File: src/rtl/wb_write_queue.sv
// Writeback queue driving the register-file write port, with two forwarding lookup ports.
// Define WBQ_STATS_EN to add the retired-write and stalled-head counters (stat_wr/stat_stall).
module wb_write_queue #(
    parameter int RegAddrBus = 5,
    parameter int RegBus     = 32,
    parameter int Depth      = 4
) (
    input  logic                  clk,
    input  logic                  rst_n,
    input  logic                  in_valid,
    output logic                  in_ready,
    input  logic                  in_wreg,
    input  logic [RegAddrBus-1:0] in_waddr,
    input  logic [RegBus-1:0]     in_wdata,
    input  logic                  flush,
    input  logic                  wb_stall,
    output logic                  wen,
    output logic [RegAddrBus-1:0] waddr,
    output logic [RegBus-1:0]     wdata,
    input  logic [RegAddrBus-1:0] q_addr1,
    output logic                  q_hit1,
    output logic [RegBus-1:0]     q_data1,
    input  logic [RegAddrBus-1:0] q_addr2,
    output logic                  q_hit2,
    output logic [RegBus-1:0]     q_data2
`ifdef WBQ_STATS_EN
    ,
    output logic [31:0]           stat_wr,
    output logic [31:0]           stat_stall
`endif
);

    localparam int PtrW = $clog2(Depth);
    localparam int NumPorts = 2;

    logic [RegAddrBus-1:0] addr_q [Depth];
    logic [RegBus-1:0]     data_q [Depth];
    logic [PtrW-1:0]       head_q, head_d;
    logic [PtrW-1:0]       tail_q, tail_d;
    logic [PtrW:0]         count_q, count_d;

    logic head_valid;
    logic push_fire;
    logic store;
    logic pop;

    assign head_valid = (count_q != '0);
    assign in_ready   = (count_q < (PtrW+1)'(Depth));
    assign push_fire  = in_valid && in_ready && !flush;
    // Results that never touch the register file are acknowledged but not queued.
    assign store      = push_fire && in_wreg && (in_waddr != '0);
    assign wen        = head_valid && !wb_stall && !flush;
    assign pop        = wen;
    assign waddr      = wen ? addr_q[head_q] : '0;
    assign wdata      = wen ? data_q[head_q] : '0;

    always_comb begin
        head_d  = head_q;
        tail_d  = tail_q;
        count_d = count_q;
        if (flush) begin
            head_d  = '0;
            tail_d  = '0;
            count_d = '0;
        end else begin
            if (pop)
                head_d = head_q + 1'b1;
            if (store)
                tail_d = tail_q + 1'b1;
            if (store && !pop)
                count_d = count_q + 1'b1;
            else if (pop && !store)
                count_d = count_q - 1'b1;
        end
    end

    always_ff @(posedge clk or negedge rst_n) begin
        if (!rst_n) begin
            head_q  <= '0;
            tail_q  <= '0;
            count_q <= '0;
        end else begin
            head_q  <= head_d;
            tail_q  <= tail_d;
            count_q <= count_d;
        end
    end

    // Payload storage needs no reset: only slots inside [head, head+count) are ever read.
    always_ff @(posedge clk) begin
        if (store) begin
            addr_q[tail_q] <= in_waddr;
            data_q[tail_q] <= in_wdata;
        end
    end

    // Walk from oldest to youngest so the last match found is the youngest one.
    function automatic logic [RegBus:0] lookup(input logic [RegAddrBus-1:0] a);
        logic [RegBus:0] r;
        logic [PtrW-1:0] idx;
        r = '0;
        for (int k = 0; k < Depth; k++) begin
            idx = head_q + PtrW'(k);
            if (((PtrW+1)'(k) < count_q) && (a != '0) && (addr_q[idx] == a))
                r = {1'b1, data_q[idx]};
        end
        return r;
    endfunction

    logic [RegAddrBus-1:0] lk_addr [NumPorts];
    logic [RegBus:0]       lk_res  [NumPorts];

    assign lk_addr[0] = q_addr1;
    assign lk_addr[1] = q_addr2;

    generate
        for (genvar gi = 0; gi < NumPorts; gi++) begin : g_lookup
            always_comb begin
                lk_res[gi] = lookup(lk_addr[gi]);
            end
        end
    endgenerate

    assign q_hit1  = lk_res[0][RegBus];
    assign q_data1 = lk_res[0][RegBus-1:0];
    assign q_hit2  = lk_res[1][RegBus];
    assign q_data2 = lk_res[1][RegBus-1:0];

`ifdef WBQ_STATS_EN
    logic [31:0] stat_wr_q, stat_wr_d;
    logic [31:0] stat_stall_q, stat_stall_d;

    // Counters survive flush; only reset clears them.
    always_comb begin
        stat_wr_d    = stat_wr_q;
        stat_stall_d = stat_stall_q;
        if (wen)
            stat_wr_d = stat_wr_q + 32'd1;
        if (head_valid && wb_stall)
            stat_stall_d = stat_stall_q + 32'd1;
    end

    always_ff @(posedge clk or negedge rst_n) begin
        if (!rst_n) begin
            stat_wr_q    <= '0;
            stat_stall_q <= '0;
        end else begin
            stat_wr_q    <= stat_wr_d;
            stat_stall_q <= stat_stall_d;
        end
    end

    assign stat_wr    = stat_wr_q;
    assign stat_stall = stat_stall_q;
`endif

endmodule
File: config.mk
export PLATFORM = sky130hd
export DESIGN_NAME = wb_write_queue
export DESIGN_NICKNAME = d
export VERILOG_FILES = /design/src/rtl/wb_write_queue.sv
export SDC_FILE = /design/constraint.sdc
export NUM_CORES = 1
export LEC_CHECK = 0
export CORE_MARGIN = 3
export CORE_UTILIZATION = 61
export CTS_CLUSTER_SIZE = 24
export DETAILED_ROUTE_END_ITERATION = 12
export GPL_TIMING_DRIVEN = 0
export MAX_ROUTING_LAYER = met4
export PLACE_DENSITY_LB_ADDON = 0.2
export SYNTH_ARGS = -nofsm -noshare
export SYNTH_HDL_FRONTEND = slang
export SYNTH_SLANG_ARGS = --single-unit
File: constraint.sdc
create_clock -name clk -period 7.8 [get_ports clk]
set_clock_uncertainty 0.1 [all_clocks]
set_input_delay 1.56 -clock clk [delete_from_list [all_inputs] [get_ports clk]]
set_output_delay 1.56 -clock clk [all_outputs]
set_load 0.005 [all_outputs]
# ---- Word level (Yosys, flattened, before mapping)
# Memory sizes are Yosys's and may differ from the RTL's.
# Cells that the tools add are included.
dict set report word_totals {
  reg_bits 7
  ram_bits 148
  wordCells 78
  mem_count 2
}
dict set report classes {
  n_addsub 6
  order_cmp 5
  eq_ne 8
  muxes 19
  reduce_logical 35
}
# name words width read_ports rd_clocked_by_memory_dff wr line
set memory_table {}
lappend memory_table {data_q 4 32 4 0 1 37} ;# logic [RegBus-1:0] data_q [Depth];
lappend memory_table {addr_q 4 5 4 0 1 36} ;# logic [RegAddrBus-1:0] addr_q [Depth];
# op count
set ops {}
lappend ops {{2-to-1 mux 33 bit} 8}
lappend ops {{equality test 5 bit} 8}
lappend ops {{2-to-1 mux 32 bit} 1}
lappend ops {{logical AND 1 bit} 24}
lappend ops {{nonzero test 5 bit} 3}
lappend ops {{2-to-1 mux 3 bit} 3}
lappend ops {{2-to-1 mux 2 bit} 4}
lappend ops {{< comparator 1 x 3 -> 1 bit, first input constant} 2}
lappend ops {{< comparator 2 x 3 -> 1 bit, first input constant} 2}
lappend ops {{nonzero test 3 bit} 2}
lappend ops {{2-to-1 mux 5 bit} 1}
lappend ops {{adder 2 x 1 -> 2 bit, second input constant} 2}
lappend ops {{adder 2 bit, second input constant} 2}
lappend ops {{zero test 1 bit} 4}
lappend ops {{nonzero test 2 bit} 2}
lappend ops {{adder 3 x 1 -> 3 bit, second input constant} 1}
lappend ops {{< comparator 3 bit, second input constant} 1}
lappend ops {{subtractor 3 x 1 -> 3 bit, second input constant} 1}
lappend ops {{2-to-1 mux 1 bit} 2}

# ---- Longest topological paths before layout
dict set report logic_depth {
  word_depth 10
  ltp_mapped 11
}

# ---- Worst setup path after synthesis
# No wires, ideal clock.
dict set report synth_path {
  path_type {in2out}
  from {in q_addr2[0]}
  to {out q_data2[22]}
  t_arrival_ps 3389
  t_required_ps 6140
  path_slack_ps 2751
  path_stages 10
  n_path_buf 3
  path_cell_list {clkbuf_1 -> nor4_1 -> nor3_2 -> a21oi_1 -> nor4b_4 -> a2bb2oi_2 -> o21ai_2 -> buf_4 -> buf_6 -> o221ai_2}
}
dict set report synth_via {
  elab_chain_cells 7
  elab_cells_between_ends 17
  classes_between {eq/ne: 4; mux: 4; reduce/logical: 9}
}
# item line
set synth_lines {}
lappend synth_lines {{start: declaration} 23} ;# input logic [RegAddrBus-1:0] q_addr2,
lappend synth_lines {{nonzero test 5 bit} 104} ;# if (((PtrW+1)'(k) < count_q) && (a != '0) && (addr_q[idx] == a))
lappend synth_lines {{logical AND 1 bit (2 in series)} 104}
lappend synth_lines {{2-to-1 mux 33 bit (3 in series)} 104}
lappend synth_lines {{2-to-1 mux 33 bit (*)} 104}
lappend synth_lines {{end: declaration} 25} ;# output logic [RegBus-1:0] q_data2
# Mark *: on every way between the ends. The rest lies on a longest branch, timed or not.

# ---- Worst setup path after layout
dict set report layout_path {
  from {in q_addr2[0]}
  to {out q_data2[14]}
}
# Same word-level chain as after synthesis.

==> run metrics <==
FF-to-FF setup slack=4.93 ns; Post-CTS Setup Bufs=0; Reg2Reg Depth=4; Adder-Cell Fraction of Synth Area=0.8810%; P per Cell Area=236.6 mW/mm2; Hold Path Cell Cnt=1; Hold Crit Class=reg2reg; placer congestion estimate=0.9752; LEAKAGE=4.514 nW; core region area=0.01815 mm2; CP Capture Type=output pin; EDFF count, synth=148; Worst Hold Launch=tail_q[0]; Fin Setup TNS=0 ns; post-synthesis simple-gate area fraction=15.68%; Peak VDD IR=0.2458 mV; Seq/Total Area, Yosys=40.66%; Final Slew Violations=0; Sequential Area=0.004619 mm2; Final period util=81.20%; post-cts resize count=0; 1st-iter DRT viols=1607; Distinct cells, synth=54; H-tree depth=4; Peak Freq=0.1579 GHz; final setup vio count=0; drt wl/cell=24.77 um; Routed WL=38250 um; CP Max Fanout=10; full die area=0.02030 mm2; fillcell total=1244; Syn Area/Cell=10.03 um2; critical path class=in2out; # port buffers=146; row count=49; worst slew margin relative to its limit=43.77%; Die W=142.5 um; Detailed Routing Iterations Pass 1=6; commonest non-fill, non-tap cell in the layout=edfxtp_1; Initial Utilization=62.61%; post-DP HPWL=26030 um; yosys warns=0; Die Y=142.5 um; fraction of layout cells with a size suffix above 1=12.55%; dpl cell area=0.01320 mm2; Synth Area in XOR/XNOR=3.623%; commonest cells after routing, fill and taps aside=148 x edfxtp_1, 146 x clkdlybuf4s50_1, 126 x a21oi_1, 122 x mux2i_1, 104 x nand2_1; CTS root buf=clkbuf_16; syn_nets=1194; Clock Latency Late Sink=0.43 ns; Multi-input gate area=0.006177 mm2; ys flop type=edfxtp_1; Max-Cap Viols=0; Final nets=1363; cts hold-fix bufs=0; type of origin of the critical path=input port; antenna violations before repair=0; drc violations=0; Post-Synthesis Cells=1133; CP required=6.14 ns; Mapped Area=0.01136 mm2; Hold Violations, Final=0; r2r endpoint=data_q[2][8]; Via Count=10.74k; vias in the first global route=10.73k; Hold Crit Endpoint=tail_q[0]; ys async rst share=4.516%; CTS Buf Count=17; area fraction in compound gates after synthesis=17.70%; post-synthesis register bit count=155; Worst-Margin Slew=0.8435 ns; Clock Sinks=155; number of nets with antenna violations after routing=0; Clock transition at path regs=0.06 ns; Vias/cell=6.955; GRT Total Usage=38.02%; gr ovfl total=0; unrepaired setup endpoints after global routing=no; Critical Path AT=4.67 ns; first-pass GRT wire length=57650 um; largest family of logic cells by synthesized area=compound AO/OA/AOI/OAI gates; Area Overhead vs Synth=21.64%; status=completed; CTS tree=yes; # diodes=0; Finished Cell Area=0.01382 mm2; Longest Clk Path Bufs=2; FF-to-FF Start=count_q[2]; Top-Level Pins=158; largest net degree at the start of global routing=28; Tmin final=6.334 ns; mux cell area share after synthesis=16.44%
layer usage:
layer  track usage, %  up-vias  share of wire [%]
li1                 -     4596                  -
met3            8.132      201                 12
met4            19.51        0                4.9
met2            58.11      906                 46
met5                -        -                  0
met1            47.85     5035                 37
flip-flops by register name, indices dropped and copies added (netlist names):
register  cells
data_q      128
count_q       3
head_q        2
tail_q        2
addr_q       20
per-stage QoR:
step / cells / power [W] / hold slack (ns) / setup WS, ns / util, %
6_report: 1544 / 0.003271 / 0.5221 / 1.466 / 76.16
3_5_place_dp: 1512 / 0.002325 / 0.5119 / 1.642 / 72.71
4_1_cts: 1544 / 0.003207 / 0.5223 / 1.592 / 76.16
3_3_place_gp: 1508 / 0.002291 / 0.4799 / 1.736 / 72.24
5_1_grt: 1544 / 0.003380 / 0.5529 / 1.362 / 76.16
2_1_floorplan: 1133 / 0.001844 / 0.4546 / 2.751 / -
synth_stat cells, drive strengths merged, types with 2 or more instances:
| cell | n | area [um2] |
|---|---|---|
| nor2 | 56 | 220.2 |
| ha | 8 | 100.1 |
| o221ai | 29 | 316.5 |
| mux2i | 124 | 1249 |
| mux2 | 33 | 371.6 |
| or4 | 3 | 22.52 |
| dfrtp | 7 | 175.2 |
| nor4 | 6 | 52.55 |
| a22o | 29 | 254.0 |
| nor2b | 32 | 200.2 |
| o21ai | 36 | 183.9 |
| xor2 | 5 | 43.79 |
| o31ai | 5 | 37.54 |
| a22oi | 2 | 15.01 |
| a211oi | 66 | 500.5 |
| nor3b | 3 | 22.52 |
| mux4 | 11 | 247.7 |
| or2 | 2 | 12.51 |
| nand2 | 105 | 396.6 |
| a21oi | 126 | 630.6 |
| nand3 | 62 | 410.4 |
| edfxtp | 148 | 4444 |
| nand4 | 4 | 31.28 |
| clkbuf | 62 | 232.7 |
| inv | 10 | 37.53 |
| xnor2 | 42 | 367.9 |
| o31a | 3 | 26.28 |
| nor3 | 18 | 100.1 |
| buf | 44 | 300.3 |
| and2 | 44 | 275.3 |
worst max-delay path, stage by stage:
cell	delay, ns
clkbuf_1	0.20
nor4_1	0.70
nand2_1	0.21
nand3_1	0.30
a2bb2oi_2	0.32
o21ai_2	0.12
clkbuf_1	0.34
o221ai_1	0.36
clkdlybuf4s50_1	0.56
kinds of logic (layout without fill, tap and decap cells):
family          count (synthesis)  in the layout
simple gates                  338            338
compound gates                301            301
mux                           168            168
flops                         155            155
buf+inv                       116            298
xor+xnor                       47             47
fa+ha+maj                       8              8
layout make-up:
cell class | instances | share of cell area, %
Inverter | 10 | 0.2716
Timing Repair Buffer | 150 | 11.15
Clock buffer | 20 | 3.160
Tap cell | 229 | 2.073
Clock inverter | 12 | 1.367
Buffer | 106 | 3.857
Multi-Input combinational cell | 862 | 44.69
Sequential cell | 155 | 33.42
report_power, final:
part	internal, W	switching (W)
logic	0.000523	0.000885
clock network	0.000541	0.000351
registers	0.000944	0.0000265
total	0.00201	0.00126
worst max path at each step:
| stage | slack, ns | start | endpoint | cells past startpoint |
|---|---|---|---|---|
| after floorplan | 2.75 | q_addr2[0] | q_data2[22] | 10 |
| after global routing | 1.36 | q_addr2[0] | q_data2[18] | 9 |
| after global placement | 1.74 | q_addr2[0] | q_data2[22] | 10 |
| final | 1.47 | q_addr2[0] | q_data2[14] | 9 |
| after CTS | 1.59 | q_addr2[0] | q_data2[18] | 9 |
| after detailed placement | 1.64 | q_addr2[0] | q_data2[21] | 9 |
Power figures use the tool's default switching activity.
